**src/rtl/pac_motion.sv**
```systemverilog
// Pac-Man sprite motion and per-pixel hit stage: steps the sprite once per frame from the keycode.
// Define PAC_WRAP_EN for horizontal tunnel wrap; otherwise every screen edge clamps.
module pac_motion #(
    parameter int SPRITE   = 16,
    parameter int X_MIN    = 0,
    parameter int X_MAX    = 639,
    parameter int Y_MIN    = 0,
    parameter int Y_MAX    = 479,
    parameter int X_START  = 320,
    parameter int Y_START  = 240,
    parameter int STEP     = 1,
    parameter int ANIM_DIV = 8
) (
    input  logic       Clk,
    input  logic       Reset,
    input  logic       frame_clk,
    input  logic [7:0] keycode,
    input  logic [9:0] DrawX,
    input  logic [9:0] DrawY,
    output logic       is_pac,
    output logic [9:0] PacX,
    output logic [9:0] PacY,
    output logic [9:0] PacPosX,
    output logic [9:0] PacPosY,
    output logic [1:0] pac_dir,
    output logic       pac_anim
);

    localparam logic [10:0] X_LO   = 11'(X_MIN);
    localparam logic [10:0] X_HI   = 11'(X_MAX - SPRITE + 1);
    localparam logic [10:0] Y_LO   = 11'(Y_MIN);
    localparam logic [10:0] Y_HI   = 11'(Y_MAX - SPRITE + 1);
    localparam logic [10:0] STEP_W = 11'(STEP);
    localparam logic [10:0] SPR_W  = 11'(SPRITE);
    localparam logic [9:0]  STEP_N = 10'(STEP);
    localparam int          CNT_W  = (ANIM_DIV > 1) ? $clog2(ANIM_DIV) : 1;
    localparam logic [CNT_W-1:0] ANIM_LAST = CNT_W'(ANIM_DIV - 1);

    typedef enum logic [2:0] {IDLE, MOVE_R, MOVE_L, MOVE_U, MOVE_D} state_t;

    state_t           state_q, state_d;
    logic [9:0]       pos_x_q, pos_y_q;
    logic [9:0]       pos_x_d, pos_y_d;
    logic [1:0]       dir_q, dir_d;
    logic             anim_q;
    logic [CNT_W-1:0] anim_cnt_q;
    logic             frame_clk_q;
    logic             tick;
    logic             hit;
    logic             in_x, in_y;

    assign tick = frame_clk & ~frame_clk_q;

    // Direction from the key is resolved first, then the step is taken in that direction.
    always_comb begin
        state_d = state_q;
        dir_d   = dir_q;
        case (keycode)
            8'h07:   begin state_d = MOVE_R; dir_d = 2'd0; end
            8'h04:   begin state_d = MOVE_L; dir_d = 2'd1; end
            8'h1A:   begin state_d = MOVE_U; dir_d = 2'd2; end
            8'h16:   begin state_d = MOVE_D; dir_d = 2'd3; end
            default: ;
        endcase

        pos_x_d = pos_x_q;
        pos_y_d = pos_y_q;
        hit     = 1'b0;
        case (state_d)
            MOVE_R: begin
                if (({1'b0, pos_x_q} + STEP_W) > X_HI) begin
`ifdef PAC_WRAP_EN
                    pos_x_d = X_LO[9:0];
`else
                    pos_x_d = X_HI[9:0];
                    hit     = 1'b1;
`endif
                end else begin
                    pos_x_d = pos_x_q + STEP_N;
                end
            end
            MOVE_L: begin
                if ({1'b0, pos_x_q} < (X_LO + STEP_W)) begin
`ifdef PAC_WRAP_EN
                    pos_x_d = X_HI[9:0];
`else
                    pos_x_d = X_LO[9:0];
                    hit     = 1'b1;
`endif
                end else begin
                    pos_x_d = pos_x_q - STEP_N;
                end
            end
            MOVE_U: begin
                if ({1'b0, pos_y_q} < (Y_LO + STEP_W)) begin
                    pos_y_d = Y_LO[9:0];
                    hit     = 1'b1;
                end else begin
                    pos_y_d = pos_y_q - STEP_N;
                end
            end
            MOVE_D: begin
                if (({1'b0, pos_y_q} + STEP_W) > Y_HI) begin
                    pos_y_d = Y_HI[9:0];
                    hit     = 1'b1;
                end else begin
                    pos_y_d = pos_y_q + STEP_N;
                end
            end
            default: ;
        endcase
    end

    // Edge detector starts high so a frame_clk already high at release is not a tick.
    always_ff @(posedge Clk or posedge Reset) begin
        if (Reset) begin
            state_q     <= IDLE;
            pos_x_q     <= 10'(X_START);
            pos_y_q     <= 10'(Y_START);
            dir_q       <= 2'd0;
            anim_q      <= 1'b0;
            anim_cnt_q  <= '0;
            frame_clk_q <= 1'b1;
        end else begin
            frame_clk_q <= frame_clk;
            if (tick) begin
                dir_q   <= dir_d;
                pos_x_q <= pos_x_d;
                pos_y_q <= pos_y_d;
                state_q <= hit ? IDLE : state_d;
                if ((state_d != IDLE) && !hit) begin
                    if (anim_cnt_q == ANIM_LAST) begin
                        anim_cnt_q <= '0;
                        anim_q     <= ~anim_q;
                    end else begin
                        anim_cnt_q <= anim_cnt_q + 1'b1;
                    end
                end
            end
        end
    end

    always_comb begin
        in_x   = (DrawX >= pos_x_q) && ({1'b0, DrawX} < ({1'b0, pos_x_q} + SPR_W));
        in_y   = (DrawY >= pos_y_q) && ({1'b0, DrawY} < ({1'b0, pos_y_q} + SPR_W));
        is_pac = in_x && in_y;
        PacX   = is_pac ? (DrawX - pos_x_q) : 10'd0;
        PacY   = is_pac ? (DrawY - pos_y_q) : 10'd0;
    end

    assign PacPosX  = pos_x_q;
    assign PacPosY  = pos_y_q;
    assign pac_dir  = dir_q;
    assign pac_anim = anim_q;

endmodule

```
**config.mk**
```make
export PLATFORM = sky130hd
export DESIGN_NAME = pac_motion
export DESIGN_NICKNAME = d
export VERILOG_FILES = /design/src/rtl/pac_motion.sv
export SDC_FILE = /design/constraint.sdc
export NUM_CORES = 1
export LEC_CHECK = 0
export ABC_AREA = 1
export BUFFER_PORTS_ARGS = -buffer_cell sky130_fd_sc_hd__buf_2
export CORE_MARGIN = 1
export CORE_UTILIZATION = 45
export DETAILED_ROUTE_END_ITERATION = 8
export PLACE_DENSITY = 0.72
export SLEW_MARGIN = 30
export SYNTH_ARGS = -nofsm -noshare
export SYNTH_HDL_FRONTEND = slang
export SYNTH_SLANG_ARGS = --single-unit
```
**constraint.sdc**
```tcl
create_clock -name Clk -period 6.9 [get_ports Clk]
set_input_delay 1.035 -clock Clk [delete_from_list [all_inputs] [get_ports Clk]]
set_output_delay 1.035 -clock Clk [all_outputs]
set_load 0.01 [all_outputs]
```
* Yosys cells after proc, flatten, opt, wreduce, memory -nomap -nowiden
Index checks and enable logic that the tools add are counted.
** Storage, ports and cells
- Bits of input ports :: 31
- Register bits after elaboration :: 30
** Operators by class
- Add/subtract/negate cells :: 11
- Reductions and logical operators :: 14
- Bitwise gates (word level) :: 3
- Eq/ne operators :: 9
- Order comparisons :: 8
- Muxes and demuxes :: 17
** Operators with widths (count)
- $mux W10 :: 6
- $pmux W10 S2 :: 2
- $add A10 B1 Y11 const B :: 2
- $add A10 B5 Y11 const B :: 2
- $lt A10 B11 Y1 :: 2
- $add A10 B1 Y10 const B :: 2
- $ge A10 B10 Y1 :: 2
- $lt A10 B1 Y1 const B :: 2
- $sub A10 B1 Y10 const B :: 2
- $sub A10 B10 Y10 :: 2
- $eq A8 B3 Y1 const B :: 2
- $eq A8 B5 Y1 const B :: 2
- $pmux W3 S4 :: 1
- $gt A11 B10 Y1 const B :: 1
- $gt A11 B9 Y1 const B :: 1
- $pmux W2 S4 :: 1
- $reduce_and A2 Y1 :: 4
- $eq A3 B2 Y1 const B :: 2
- $eq A3 B3 Y1 const B :: 2
- $mux W3 :: 2
- $logic_and A1 B1 Y1 :: 4
- $mux W1 :: 4
- $pmux W1 S4 :: 1
- $reduce_bool A2 Y1 :: 2
- 8 further kinds :: 9

* Logic depth before layout (Yosys ltp)
- Depth after elaboration :: 7
- Mapped depth :: 16
- Gate-level depth less buffers :: 16

* Worst setup path after synthesis
OpenSTA, ideal clock, no wires.
- Path kind :: input to output
- Start point :: input DrawX[0]
- End point :: output is_pac
- Stages :: 15
- Slack :: 3.185 ns
- Required time :: 5.865 ns
- Data arrival time :: 2.680 ns
- Cell sequence :: inv_1 ha_1 inv_1 fa_1 nand3_1 nand3_1 nand2_1 nand3_1 nand2_1 a21oi_1 o22ai_1 inv_1 nand3_1 buf_2 inv_1
** On the way
- Word-level cells in the longest chain between the ends :: 3
** Ends and longest elaborated chain
- start: declaration :: line 18 : input logic [9:0] DrawX,
- $lt A10 B11 Y1 / $ge A10 B10 Y1 (equally long branches) :: line 144 : in_x = (DrawX >= pos_x_q) && ({1'b0, DrawX} < ({1'b0, pos_x_q} + SPR_W));
- $logic_and A1 B1 Y1 (*) :: line 144
- $logic_and A1 B1 Y1 (*) :: line 146 : is_pac = in_x && in_y;
- end: declaration :: line 20 : output logic is_pac,
Every way passes the cells marked *; elsewhere a longest branch is shown, timed or not.

* Worst setup path after layout
- Start point :: input DrawX[0]
- End point :: output PacX[4]
** On the way
- Word-level cells in the longest chain between the ends :: 4
** Ends and longest elaborated chain
- $lt A10 B11 Y1 / $ge A10 B10 Y1 (equally long branches) :: line 144
- $logic_and A1 B1 Y1 :: line 144
- $logic_and A1 B1 Y1 :: line 146
- $mux W10 (*) :: line 147 : PacX = is_pac ? (DrawX - pos_x_q) : 10'd0;
- end: declaration :: line 21 : output logic [9:0] PacX,
Marked as above.

==> tab_implementation.tex <==
\begin{tabular}{lr}
\hline
Metric & Value \\
\hline
\multicolumn{2}{l}{\textbf{Pwr}} \\
Post-layout power & 1470 uW \\
Worst VDD drop & 0.166 mV \\
LEAKAGE & 0.00239 uW \\
Power Dens Cells & approximately 320 nW/um\^{}2 \\
\multicolumn{2}{l}{\textbf{Route}} \\
DRC & 0 \\
Total via count after detailed routing & 4,116 \\
Average vias per placed instance & 5.26 \\
Starting DRT DRC Count & about 170 \\
Antenna Nets Post-Route & 0 \\
Overall routed net length & a little over 10,000 um \\
Detailed Routing Iterations Pass 1 & 5 \\
Post-DR wirelength/cell & around 13 um \\
\multicolumn{2}{l}{\textbf{STA}} \\
Fin. Hold Viols & 0 \\
Number of pins exceeding their max-slew limit in the final report & 0 \\
Setup violators final & 0 \\
Least-Margin Pin Slew & 731 ps \\
Highest achievable clock rate & $\sim$220 MHz \\
Setup TNS & 0 ps \\
Worst clock skew & 9.56 ps \\
Final critical delay including setup and external delays & 4440 ps \\
Final clock period utilization by the worst path & 64.4\% \\
RSZ-0062 raised after global routing & false \\
Slew margin rel. & 51.2\% \\
\multicolumn{2}{l}{\textbf{Placed design}} \\
Number of buffer cells added on primary ports & 74 \\
Detailed Place HPWL & about 8400 um \\
Global placer's final weighted congestion & approximately 0.9 \\
\multicolumn{2}{l}{\textbf{Worst setup path}} \\
Kind of launch point of the worst setup path & primary input \\
Cell depth of the worst flop-to-flop path & 11 \\
Data required time at the worst endpoint & 5860 ps \\
Arrival time at the worst endpoint & $\sim$3400 ps \\
Crit path max fanout & 21 \\
Critical path endpoint category & output port \\
Worst setup path end & PacX[4] \\
Register-to-register setup slack & around 4700 ps \\
Worst flop-to-flop path startpoint & PacPosY[1]\$\_DFFE\_PP0P\_ \\
Reg-to-reg endpoint & PacPosY[0]\$\_DFFE\_PP0P\_ \\
Beginning of the critical path & DrawX[0] \\
WS Path Type & in -> out \\
\multicolumn{2}{l}{\textbf{Floorplan}} \\
Overall die width & 96.6 um \\
Initial core utilization & 46.4\% \\
Area enclosed by the die boundary & between 9000 and 10,000 um\^{}2 \\
Row Count & 34 \\
Core area & 8680 um\^{}2 \\
Chip height & 96.6 um \\
Boundary Pins & 75 \\
\multicolumn{2}{l}{\textbf{Clock tree}} \\
Number of buffers inserted during clock tree synthesis & 5 \\
TritonCTS clock tree & done \\
Number of hold buffers added after CTS & 0 \\
Clock tree root buffer cell & clkbuf\_8 \\
Clock-pin slew of the registers on the worst-case setup and hold paths & 60 ps \\
Worst-Skew Late Latency & around 300 ps \\
Deepest clock path buffer count & 2 \\
Deepest level of the CTS H-tree & 2 \\
Number of gates resized after CTS & 0 \\
Number of post-CTS setup repair buffers & 0 \\
Number of sinks driven by the clock tree & 30 \\
\multicolumn{2}{l}{\textbf{Logic synthesis}} \\
Number of distinct library cell variants in the gate-level netlist after synthesis & 46 \\
Area share of the largest cell type after synthesis & 14.3\% \\
Mapped cell area & 4030 um\^{}2 \\
Number of enable-type register cells in the synthesized netlist & 0 \\
Proportion of register bits with asynchronous set or reset after synthesis & 100\% \\
Count of mapped cells out of synthesis & 600 \\
Top post-synthesis cells by count & nand2\_1 (133), inv\_1 (71), nor2\_1 (63) \\
Flip-flop and latch count after synthesis & 30 \\
Post-synth top flop & dfrtp\_1 \\
Sequential element share of the synthesized area & 18.9\% \\
Cell taking the most area after synthesis & dfrtp\_1 \\
Average instance area after synthesis & 6.71 um\^{}2 \\
Synth Warn \# & 0 \\
Largest cells by area after synthesis & dfrtp\_1 (14\%), ha\_1 (13\%), nand2\_1 (12\%), xor2\_1 (7.2\%), inv\_1 (6.6\%) \\
Count leader, synth & nand2\_1 \\
Number of nets in the synthesized netlist & 675 \\
\multicolumn{2}{l}{\textbf{Global routing}} \\
Maximum number of pins on one net before global-route repair & 31 \\
Number of antenna violations at the first check in global routing & 0 \\
Vias in the first global route & 3,959 \\
Final global-route overflow total & 0 \\
GRT Overall Usage & 22.5\% \\
First-pass GRT wire length & 17,700 um \\
\multicolumn{2}{l}{\textbf{Finish}} \\
Area delta synth->final & 13.6\% \\
Ant. Diodes & 0 \\
Net count reported at finish & 749 \\
Share of layout cells above drive strength 1 & 21.3\% \\
\multicolumn{2}{l}{\textbf{Run status}} \\
Outcome & finished clean \\
\multicolumn{2}{l}{\textbf{Hold path}} \\
Classification of the worst-slack hold path & reg -> reg \\
\multicolumn{2}{l}{\textbf{Run}} \\
Number of maximum-capacitance constraint violations & 0 \\
\hline
\end{tabular}
==> logic make-up after synthesis <==
kind of cell             Yosys count  synth area share (%)
flip-flops                        30                  18.9
adder cells (fa/ha/maj)           44                  14.0
AND/OR/NAND/NOR                  303                  35.8
buffers and inverters             87                  8.73
XOR/XNOR                          38                  8.26
AO/OA/AOI/OAI                     97                  14.0
multiplexers                       1                 0.279
==> registers in the layout (all words and copies together), names as in the netlist <==
register / cells
pac_anim: 1
PacPosY: 10
frame_clk_q: 1
PacPosX: 10
pac_dir: 2
anim_cnt_q: 3
state_q: 3
==> layout by cell type (no fill, tap or decap), types with 3 or more instances in the layout <==
master    synthesis  routed
a21oi_1          33      33
a31oi_1           3       3
buf_2             4      74
clkbuf_8          0       6
dfrtp_1          23      23
dfstp_2           7       7
ha_1             42      42
inv_1            71      71
inv_2             7       7
nand2_1         133     133
nand2_2          13      13
nand2_4           4       4
nand3_1          43      43
nand3_2           5       5
nand4_1          13      13
nor2_1           63      63
nor2_2            8       8
nor2_4            5       5
nor3_1            7       7
nor4_1            3       3
o211ai_1          3       3
o21ai_0          25      25
o21ai_1          15      15
o21ai_2           4       4
xnor2_1           5       5
xor2_1           33      33
==> layout make-up <==
class	instances	area, um^2
clock inverter	1	5.00
fill	858	4100
tap	108	135
multi-input combinational	483	2920
sequential	30	759
inverter	79	297
timing repair buffer	75	378
clock buffer	7	86.3
==> per-layer routing <==
layer	vias to the layer above	GRT usage [%]	part of all wire, %
li1	2129	-	-
met1	1864	28.5	46
met2	102	39.9	49
met3	21	3.03	4.1
met4	0	6.08	1.4
met5	-	0	0
==> power breakdown <==
group | switching [uW] | leakage, uW | internal (uW)
combinational | 608 | 0.00198 | 370
clock | 71.1 | 0.0000482 | 80.4
sequential | 100 | 0.000361 | 238
total | 780 | 0.00239 | 689
==> through the flow <==
stage | util (%) | hold slack [ps] | cell area (um^2) | worst slack (ps) | instances
after floorplan | - | 446 | 4030 | 3180 | 600
after global placement | 51.7 | 459 | 4490 | 2620 | 775
after detailed placement | 51.7 | 467 | 4490 | 2460 | 775
after CTS | 52.8 | 482 | 4580 | 2450 | 783
after global routing | 52.8 | 510 | 4580 | 2110 | 783
final | 52.8 | 482 | 4580 | 2460 | 783
==> worst min-delay path by stage <==
stage	end	slack, ps	start	depth (start not counted)
after global placement	anim_cnt_q[1]$_DFFE_PP0P_	460	anim_cnt_q[1]$_DFFE_PP0P_	2
after CTS	anim_cnt_q[1]$_DFFE_PP0P_	480	anim_cnt_q[1]$_DFFE_PP0P_	2
after floorplan	anim_cnt_q[1]$_DFFE_PP0P_	450	anim_cnt_q[1]$_DFFE_PP0P_	2
after global routing	anim_cnt_q[2]$_DFFE_PP0P_	510	anim_cnt_q[2]$_DFFE_PP0P_	2
final	anim_cnt_q[1]$_DFFE_PP0P_	480	anim_cnt_q[1]$_DFFE_PP0P_	2
after detailed placement	anim_cnt_q[1]$_DFFE_PP0P_	470	anim_cnt_q[1]$_DFFE_PP0P_	2
==> worst max-delay path, stage by stage <==
cell     delay [ps]
buf_2           100
inv_1            50
ha_1            170
inv_1            80
fa_1            400
nand3_1         100
nand3_1         130
nand2_1         110
nand3_1         110
nand2_1          80
a21oi_1          60
o22ai_1         150
inv_1            50
nand3_1         510
nor2_1          120
buf_2           170
Power figures use the tool's default switching activity.
